File: src/rtl/regfile_pkg.sv
// Shared defaults and limits for the multi-port integer register file.
// Build option: define REGFILE_SCOREBOARD_EN to add the issue/busy scoreboard.
package regfile_pkg;

   localparam int          RF_DATAWIDTH = 32;
   localparam int          RF_NUM_REGS  = 32;
   localparam int          RF_ADDRWIDTH = 5;
   localparam int unsigned RF_ZERO_IDX  = 0;
   localparam int          RF_MAX_RD    = 4;
   localparam int          RF_MAX_WR    = 2;

   // An index names a writable register only if it is not x0 and exists.
   function automatic logic rf_idx_valid(input int unsigned idx, input int unsigned num_regs);
      return (idx != RF_ZERO_IDX) && (idx < num_regs);
   endfunction

endpackage

File: src/rtl/regfile_wr_merge.sv
// Combinational write-port merge for one register index: reports whether any
// enabled write port targets the index, the value that wins, and which port won.
// Later (higher-index) ports override earlier ones. Invalid indices never hit.
// Build option: none (REGFILE_SCOREBOARD_EN is handled in the top level).
module regfile_wr_merge
   import regfile_pkg::*;
#(
   parameter int DATAWIDTH = RF_DATAWIDTH,
   parameter int NUM_REGS  = RF_NUM_REGS,
   parameter int ADDRWIDTH = RF_ADDRWIDTH,
   parameter int NUM_WR    = 1
) (
   input  logic [NUM_WR-1:0]           wr_en_i,
   input  logic [NUM_WR*ADDRWIDTH-1:0] wr_addr_i,
   input  logic [NUM_WR*DATAWIDTH-1:0] wr_data_i,
   input  logic [ADDRWIDTH-1:0]        idx_i,
   output logic                        hit_o,
   output logic [DATAWIDTH-1:0]        data_o,
   output logic                        port_o
);

   // Scan ports in ascending order so the highest matching port is the last assignment.
   always_comb begin
      hit_o  = 1'b0;
      data_o = '0;
      port_o = 1'b0;
      if (rf_idx_valid(32'(idx_i), NUM_REGS)) begin
         for (int w = 0; w < NUM_WR; w++) begin
            if (wr_en_i[w] && (wr_addr_i[w*ADDRWIDTH +: ADDRWIDTH] == idx_i)) begin
               hit_o  = 1'b1;
               data_o = wr_data_i[w*DATAWIDTH +: DATAWIDTH];
               port_o = 1'(w);
            end
         end
      end
   end

endmodule

File: src/rtl/regfile_mp.sv
// Multi-port integer register file: x0 reads as zero, registered reads with
// write-first bypass, per-port read enable that holds the output during stalls.
// Build option: define REGFILE_SCOREBOARD_EN to add iss_en/iss_addr/rd_busy and
// a per-register busy bit (set on issue, cleared on writeback, issue wins).
module regfile_mp
   import regfile_pkg::*;
#(
   parameter int DATAWIDTH = RF_DATAWIDTH,
   parameter int NUM_REGS  = RF_NUM_REGS,
   parameter int ADDRWIDTH = RF_ADDRWIDTH,
   parameter int NUM_RD    = 2,
   parameter int NUM_WR    = 1
) (
   input  logic                        clk,
   input  logic                        rst,
   input  logic [NUM_RD-1:0]           rd_en,
   input  logic [NUM_RD*ADDRWIDTH-1:0] rd_addr,
   input  logic [NUM_WR-1:0]           wr_en,
   input  logic [NUM_WR*ADDRWIDTH-1:0] wr_addr,
   input  logic [NUM_WR*DATAWIDTH-1:0] wr_data,
`ifdef REGFILE_SCOREBOARD_EN
   input  logic                        iss_en,
   input  logic [ADDRWIDTH-1:0]        iss_addr,
   output logic [NUM_RD-1:0]           rd_busy,
`endif
   output logic [NUM_RD*DATAWIDTH-1:0] rd_data
);

   if (NUM_REGS < 2 || NUM_RD < 1 || NUM_RD > RF_MAX_RD || NUM_WR < 1 || NUM_WR > RF_MAX_WR
       || ADDRWIDTH < $clog2(NUM_REGS)) begin : g_param_check
      $error("regfile_mp: illegal parameter combination");
   end

   logic [DATAWIDTH-1:0] regs_q    [NUM_REGS];
   logic [NUM_REGS-1:0]  wr_hit;
   logic [DATAWIDTH-1:0] wr_val    [NUM_REGS];
   logic [NUM_RD-1:0]    rd_hit;
   logic [DATAWIDTH-1:0] rd_byp    [NUM_RD];
   logic [DATAWIDTH-1:0] rd_data_d [NUM_RD];
   logic [DATAWIDTH-1:0] rd_data_q [NUM_RD];
   // The winning port number is only of interest to other clients of the merge.
   logic [NUM_REGS-1:0]  st_port_unused;
   logic [NUM_RD-1:0]    rd_port_unused;

   // One merge per register resolves that register's next value.
   for (genvar r = 0; r < NUM_REGS; r++) begin : g_store
      regfile_wr_merge #(
         .DATAWIDTH (DATAWIDTH),
         .NUM_REGS  (NUM_REGS),
         .ADDRWIDTH (ADDRWIDTH),
         .NUM_WR    (NUM_WR)
      ) u_st_merge (
         .wr_en_i   (wr_en),
         .wr_addr_i (wr_addr),
         .wr_data_i (wr_data),
         .idx_i     (ADDRWIDTH'(r)),
         .hit_o     (wr_hit[r]),
         .data_o    (wr_val[r]),
         .port_o    (st_port_unused[r])
      );
   end

   // One merge per read port forwards a same-cycle write to the read address.
   for (genvar p = 0; p < NUM_RD; p++) begin : g_rd
      regfile_wr_merge #(
         .DATAWIDTH (DATAWIDTH),
         .NUM_REGS  (NUM_REGS),
         .ADDRWIDTH (ADDRWIDTH),
         .NUM_WR    (NUM_WR)
      ) u_rd_merge (
         .wr_en_i   (wr_en),
         .wr_addr_i (wr_addr),
         .wr_data_i (wr_data),
         .idx_i     (rd_addr[p*ADDRWIDTH +: ADDRWIDTH]),
         .hit_o     (rd_hit[p]),
         .data_o    (rd_byp[p]),
         .port_o    (rd_port_unused[p])
      );
      assign rd_data[p*DATAWIDTH +: DATAWIDTH] = rd_data_q[p];
   end

   // Storage update; x0 never hits, so it stays at its reset value of zero.
   always_ff @(posedge clk or posedge rst) begin
      if (rst) begin
         for (int r = 0; r < NUM_REGS; r++) regs_q[r] <= '0;
      end else begin
         for (int r = 0; r < NUM_REGS; r++) begin
            if (wr_hit[r]) regs_q[r] <= wr_val[r];
         end
      end
   end

   // Read value as seen after this edge's writes: bypass, else storage, else zero.
   always_comb begin
      for (int p = 0; p < NUM_RD; p++) begin
         rd_data_d[p] = '0;
         if (rd_hit[p]) begin
            rd_data_d[p] = rd_byp[p];
         end else if (rf_idx_valid(32'(rd_addr[p*ADDRWIDTH +: ADDRWIDTH]), NUM_REGS)) begin
            rd_data_d[p] = regs_q[rd_addr[p*ADDRWIDTH +: ADDRWIDTH]];
         end
      end
   end

`ifdef REGFILE_SCOREBOARD_EN
   logic [NUM_REGS-1:0] busy_q;
   logic [NUM_REGS-1:0] busy_d;
   logic [NUM_RD-1:0]   rd_busy_d;
   logic [NUM_RD-1:0]   rd_busy_q;

   assign rd_busy = rd_busy_q;

   // Busy next state: a write clears, an issue sets, and issue wins on the same edge.
   always_comb begin
      busy_d = '0;
      for (int r = 1; r < NUM_REGS; r++) begin
         busy_d[r] = (iss_en && (iss_addr == ADDRWIDTH'(r))) || (busy_q[r] && !wr_hit[r]);
      end
   end

   // Busy flag seen by each read port, taken from the post-update busy state.
   always_comb begin
      for (int p = 0; p < NUM_RD; p++) begin
         rd_busy_d[p] = 1'b0;
         if (rf_idx_valid(32'(rd_addr[p*ADDRWIDTH +: ADDRWIDTH]), NUM_REGS)) begin
            rd_busy_d[p] = busy_d[rd_addr[p*ADDRWIDTH +: ADDRWIDTH]];
         end
      end
   end

   // Busy array and read registers; a disabled port holds both data and busy.
   always_ff @(posedge clk or posedge rst) begin
      if (rst) begin
         busy_q <= '0;
         rd_busy_q <= '0;
         for (int p = 0; p < NUM_RD; p++) rd_data_q[p] <= '0;
      end else begin
         busy_q <= busy_d;
         for (int p = 0; p < NUM_RD; p++) begin
            if (rd_en[p]) begin
               rd_data_q[p] <= rd_data_d[p];
               rd_busy_q[p] <= rd_busy_d[p];
            end
         end
      end
   end
`else
   // Read registers; a disabled port holds its last data.
   always_ff @(posedge clk or posedge rst) begin
      if (rst) begin
         for (int p = 0; p < NUM_RD; p++) rd_data_q[p] <= '0;
      end else begin
         for (int p = 0; p < NUM_RD; p++) begin
            if (rd_en[p]) rd_data_q[p] <= rd_data_d[p];
         end
      end
   end
`endif

endmodule

File: config.mk
export PLATFORM = sky130hd
export DESIGN_NAME = regfile_mp
export DESIGN_NICKNAME = d
export VERILOG_FILES = /design/src/rtl/regfile_pkg.sv /design/src/rtl/regfile_wr_merge.sv /design/src/rtl/regfile_mp.sv
export SDC_FILE = /design/constraint.sdc
export NUM_CORES = 2
export LEC_CHECK = 0
export BUFFER_PORTS_ARGS = -buffer_cell sky130_fd_sc_hd__buf_2
export CELL_PAD_IN_SITES_DETAIL_PLACEMENT = 1
export CELL_PAD_IN_SITES_GLOBAL_PLACEMENT = 1
export CORE_UTILIZATION = 52
export CTS_CLUSTER_SIZE = 24
export DETAILED_ROUTE_END_ITERATION = 10
export PLACE_DENSITY = 0.84
export SLEW_MARGIN = 10
export SYNTH_ARGS = -nofsm -noshare
export SYNTH_HDL_FRONTEND = slang
export SYNTH_SLANG_ARGS = --single-unit
File: constraint.sdc
create_clock -name clk -period 63.6 [get_ports clk]
set_clock_uncertainty 0.2 [all_clocks]
set_input_delay 6.36 -clock clk [delete_from_list [all_inputs] [get_ports clk]]
set_output_delay 6.36 -clock clk [all_outputs]
set_load 0.05 [all_outputs]
# Yosys cells after proc, flatten, opt, wreduce, memory -nomap -nowiden
# Index checks and enable logic that the tools add are counted.
# totals
reg_bits,1056
out_inout_bits,64
input_bits,52
# op_classes
eq_ne,33
reduce_logical,35
magnitude_cmp,2
muxes,80
bitwise,2
# op_table
operator,n
$mux 32,43
$bmux 32 s5,2
$eq 5x5->1 const B,16
$eq 5x4->1 const B,8
$mux 1,35
$logic_and 1x1->1,33
$eq 5x3->1 const B,4
$ge 6x6->1 const B,2
$not 5->6,2
$eq 5x2->1 const B,2
$eq 5x5->1,2
$reduce_bool 5->1,2
$eq 5x1->1 const B,1

# Depth between registers and ports, before layout
# logic_depth
word_depth,6
mapped_depth,10

# By module
# A second synthesis with hierarchy kept.
# hier_totals
cells_unflattened,6883
hier_area_um2,73948.4
# by_module_without_submodules
module,seq_area_each_um2,area_each_um2,n_inst,cells_per_inst
regfile_mp,27226.1,57017.2,1,3857
regfile_wr_merge,0.0,498.0,34,89

# Worst setup path after synthesis
# OpenSTA, ideal clock, no wires.
# synth_path
path_type,input to register
start,input port rd_addr[5]
end,"register rd_data_q, in the netlist rd_data[63]"
required_time_ps,63274
cell_stages,7
setup_time_ps,126
path_slack_ps,55111
arrival_ps,8163
path_cell_list,buf_2 -> buf_6 -> buf_6 -> mux4_2 -> mux2_2 -> a211o_1 -> a221o_1
# synth_between
elab_chain_cells,6
# synth_lines
item,line,text
"start, declared",regfile_mp.sv:17,"input logic [NUM_RD*ADDRWIDTH-1:0] rd_addr,"
$not 5->6 (implied by the code),regfile_mp.sv:100,rd_data_d[p] = regs_q[rd_addr[p*ADDRWIDTH +: ADDRWIDTH]];
$bmux 32 s5,regfile_mp.sv:100,
$mux 32 (implied by the code) (2 in a row),regfile_mp.sv:100,
$mux 32,regfile_mp.sv:99,"end else if (rf_idx_valid(32'(rd_addr[p*ADDRWIDTH +: ADDRWIDTH]), NUM_REGS)) begin"
$mux 32 *,regfile_mp.sv:97,if (rd_hit[p]) begin
"end signal, assigned by index",regfile_mp.sv:154,if (rd_en[p]) rd_data_q[p] <= rd_data_d[p];
"end, declared",regfile_mp.sv:40,logic [DATAWIDTH-1:0] rd_data_q [NUM_RD];
# Every way passes the cells marked *; elsewhere a longest branch is shown, timed or not. The select of a mux whose other input is x is not followed.
# A chain may end at the register's enable or synchronous reset.

# Worst setup path after layout
# layout_path
start,input port rd_addr[0]
end,"register rd_data_q, in the netlist rd_data[9]"
# Same word-level chain as after synthesis.

==> impl_metrics.csv <==
group,metric,value,unit
place,gp_congestion,0.836,
detailed_routing,routed_wirelength,217000,um
yosys,yosysWarnings,0,
critical_path,crit_family,"buffers and inverters",
detailed_routing,dr.pass1.iters,8,
critical_path,path_depth,10,
cts,clockBufferDepth,3,
yosys,synth_mux_area_share,27.8,%
cts,worstSkewPairLatency,0.74,ns
detailed_routing,avgViaCountPerCell,7.32,
cts,clock-sinks,1056,
yosys,synth-async-reset-ratio,100,%
global_routing,grt_pass1_wl,320000,um
floorplanning,std_cell_rows,119,
yosys,synth.distinct_cells,40,
yosys,yosysTopAreaCell,"dfrtp_1",
run,cap_violations,0,
cts,post_cts_buffers,0,
timing,setup_violations,0,
finish,layout_common_cells,"1056 x dfrtp_1, 696 x mux2i_1, 577 x nand2_1",
critical_path,crit_chain,"buf_8, buf_4, buf_4, buf_4, buf_4, mux4_2, nor2b_1, nor3_1, a311oi_1, o221ai_1",
critical_path,reg2reg_slack,61.11,ns
yosys,synth_xor_area_share,0.158,%
yosys,synth_compound_area_share,12.5,%
critical_path,max_stage_delay,0.87,ns
critical_path,cp-start-kind,"primary input",
cts,cts_tree,"yes",
yosys,synth_seq_cells,1056,
yosys,syn_area_per_cell,11.1,um2
finish,final_nets,4861,
timing,maxSlewHeadroom,13.8,%
cts,cts_resized,0,
yosys,syn_nets,5038,
critical_path,worstPathRequired,63.96,ns
critical_path,cp-end-kind,"register",
critical_path,crit_fanout,76,
hold_path,hp-start,"regs_q[924]",
yosys,synth_top_area_share,47.8,%
floorplanning,fp.dieH,328,um
finish,area_growth_syn_to_layout,9.74,%
critical_path,critical_path.most_common_cell,"buf_4",
cts,cts.reportedPaths.clkPinSlew,0.07,ns
critical_path,cp_num_buf_inv,5,
finish,final_common_cell,"dfrtp_1",
timing,period_needed,11.57,ns
cts,htree_num_levels,3,
yosys,synthTopCellsByArea,"dfrtp_1 48%, mux2i_1 13%, mux2_2 11%",
critical_path,ff2ff_path_depth,5,
yosys,synth_top_family_by_area,"multiplexers",
detailed_routing,antenna_left,0,
global_routing,grt_pass1_vias,48167,
critical_path,crit_start,"rd_addr[0]",
power_and_ir_drop,vdd_drop_max,21.8,uV
floorplanning,core_area,105000,um2
hold_path,hold_depth,2,
critical_path,regToRegStartpoint,"regs_q[581]",
place,dp_hpwl,113000,um
critical_path,worstSetupPathType,"primary input to register",
timing,drv_slew,0,
timing,finalCritPeriodShare,18.2,%
cts,cts-root-buf,"clkbuf_16",
detailed_routing,wl_per_cell,34.4,um
yosys,synth_ff_type,"dfrtp_1",
place,io_buffers,115,
run_status,violations,"DRC",
global_routing,grt_max_degree,175,
power_and_ir_drop,power_density,33.7,nW/um2
yosys,synth-simple-area-share,7.62,%
yosys,synthAdderAreaFrac,0,%
detailed_routing,drt_drc_violations_left,72,
power_and_ir_drop,leakage,27.5,nW
yosys,syn_inst,4986,
timing,worst_pin_slew,1.29,ns
cts,ctsHoldBuffers,0,
timing,max_freq,86.4,MHz
timing,finalHoldViolCount,0,
yosys,synth_edf_count,0,
cts,cts_buffers,112,
critical_path,crit_slowest_cell,"buf_4",
timing,rsz0062_at_grt,"false",
global_routing,grt.total_usage,39.9,%
floorplanning,start_util,52.5,%
yosys,synth-seq-area-share,47.8,%
floorplanning,io_pins,116,
finish,drive_gt1_share,22.2,%
detailed_routing,via_count,46187,
finish,finish.utilization,57.6,%
run_status,status,"finished with violations",
floorplanning,dieWidth,328,um
hold_path,hp-class,"register to register",
critical_path,arrival,11.92,ns
yosys,syn_area,55300,um2
timing,setup-tns-final,0,ns
global_routing,grt-ovfl-total,0,
floorplanning,die-area,108000,um2
global_routing,antenna_found_initial,12,
detailed_routing,drt_iter0_drc,5472,
==> cells by family after synthesis <==
family	Yosys count
mux	1342
compound gates	1086
flops	1056
simple gates	943
buf+inv	549
xor+xnor	10
==> state kept, by name (all words and copies together), names as in the netlist <==
signal   count
regs_q     992
rd_data     64
==> tightest hold or removal path: stages (launching register included) <==
cell	delay, ns
dfrtp_1	0.36
nand2_1	0.05
o21ai_0	0.06
==> synth_stat cells, drive strengths merged, types with 2 or more instances <==
master	count
xnor2	6
dfrtp	1056
a2111oi	30
nand2	593
a211o	32
nor3b	2
inv	64
xor2	4
mux4	100
a41oi	30
a311oi	32
a221oi	64
o221ai	32
o22ai	256
a221o	32
nand3	35
clkbuf	342
o21ai	512
buf	143
a22oi	62
nor3	104
nor2	16
or3	67
nand2b	73
mux2i	696
mux2	546
nand4b	3
or2	2
nor2b	45
==> path summary, 6_finish.rpt <==
check | end
worst min-delay path | regs_q[924]
worst min register to register | regs_q[924]
max in group asynchronous | rd_data[30]
min in group asynchronous | regs_q[162]
worst max register to register | rd_data[37]
worst max-delay path | rd_data[9]
==> per-stage QoR <==
stage          power (W)  hold WS, ns  std cells  worst slack (ns)  cell area (um2)
4_1_cts          0.00203        0.301       6294             52.17            60700
2_1_floorplan    0.00117        0.260       4986             27.32            55300
6_report         0.00204        0.302       6306             52.03            60700
3_5_place_dp     0.00130        0.286       6086             51.40            56600
3_3_place_gp     0.00126        0.274       6086             51.57            56600
5_1_grt          0.00210        0.329       6296             51.89            60700
==> routing by layer <==
| metal | vias to the layer above | global-route usage, % | share of wire (%) |
|---|---|---|---|
| met5 | - | 0.488 | 0.063 |
| met4 | 11 | 23.9 | 6.6 |
| met3 | 984 | 11.3 | 11 |
| met2 | 3287 | 60.2 | 45 |
| met1 | 23863 | 51.1 | 38 |
| li1 | 18042 | - | - |
==> layout make-up <==
type / count / area (um2)
fill: 10789 / 44700
multi-input combinational: 3381 / 26900
sequential: 1056 / 26400
clock buffer: 148 / 3180
tap: 1391 / 1740
timing repair buffer: 194 / 1250
clock inverter: 60 / 878
inverter: 64 / 248
antenna: 12 / 30.0
==> power by group <==
part,internal [W],switching (W)
clock,0.000433,0.000297
combinational,0.000176,0.000224
sequential,0.000799,0.000115
total,0.00141,0.000636
Power figures use the tool's default switching activity.
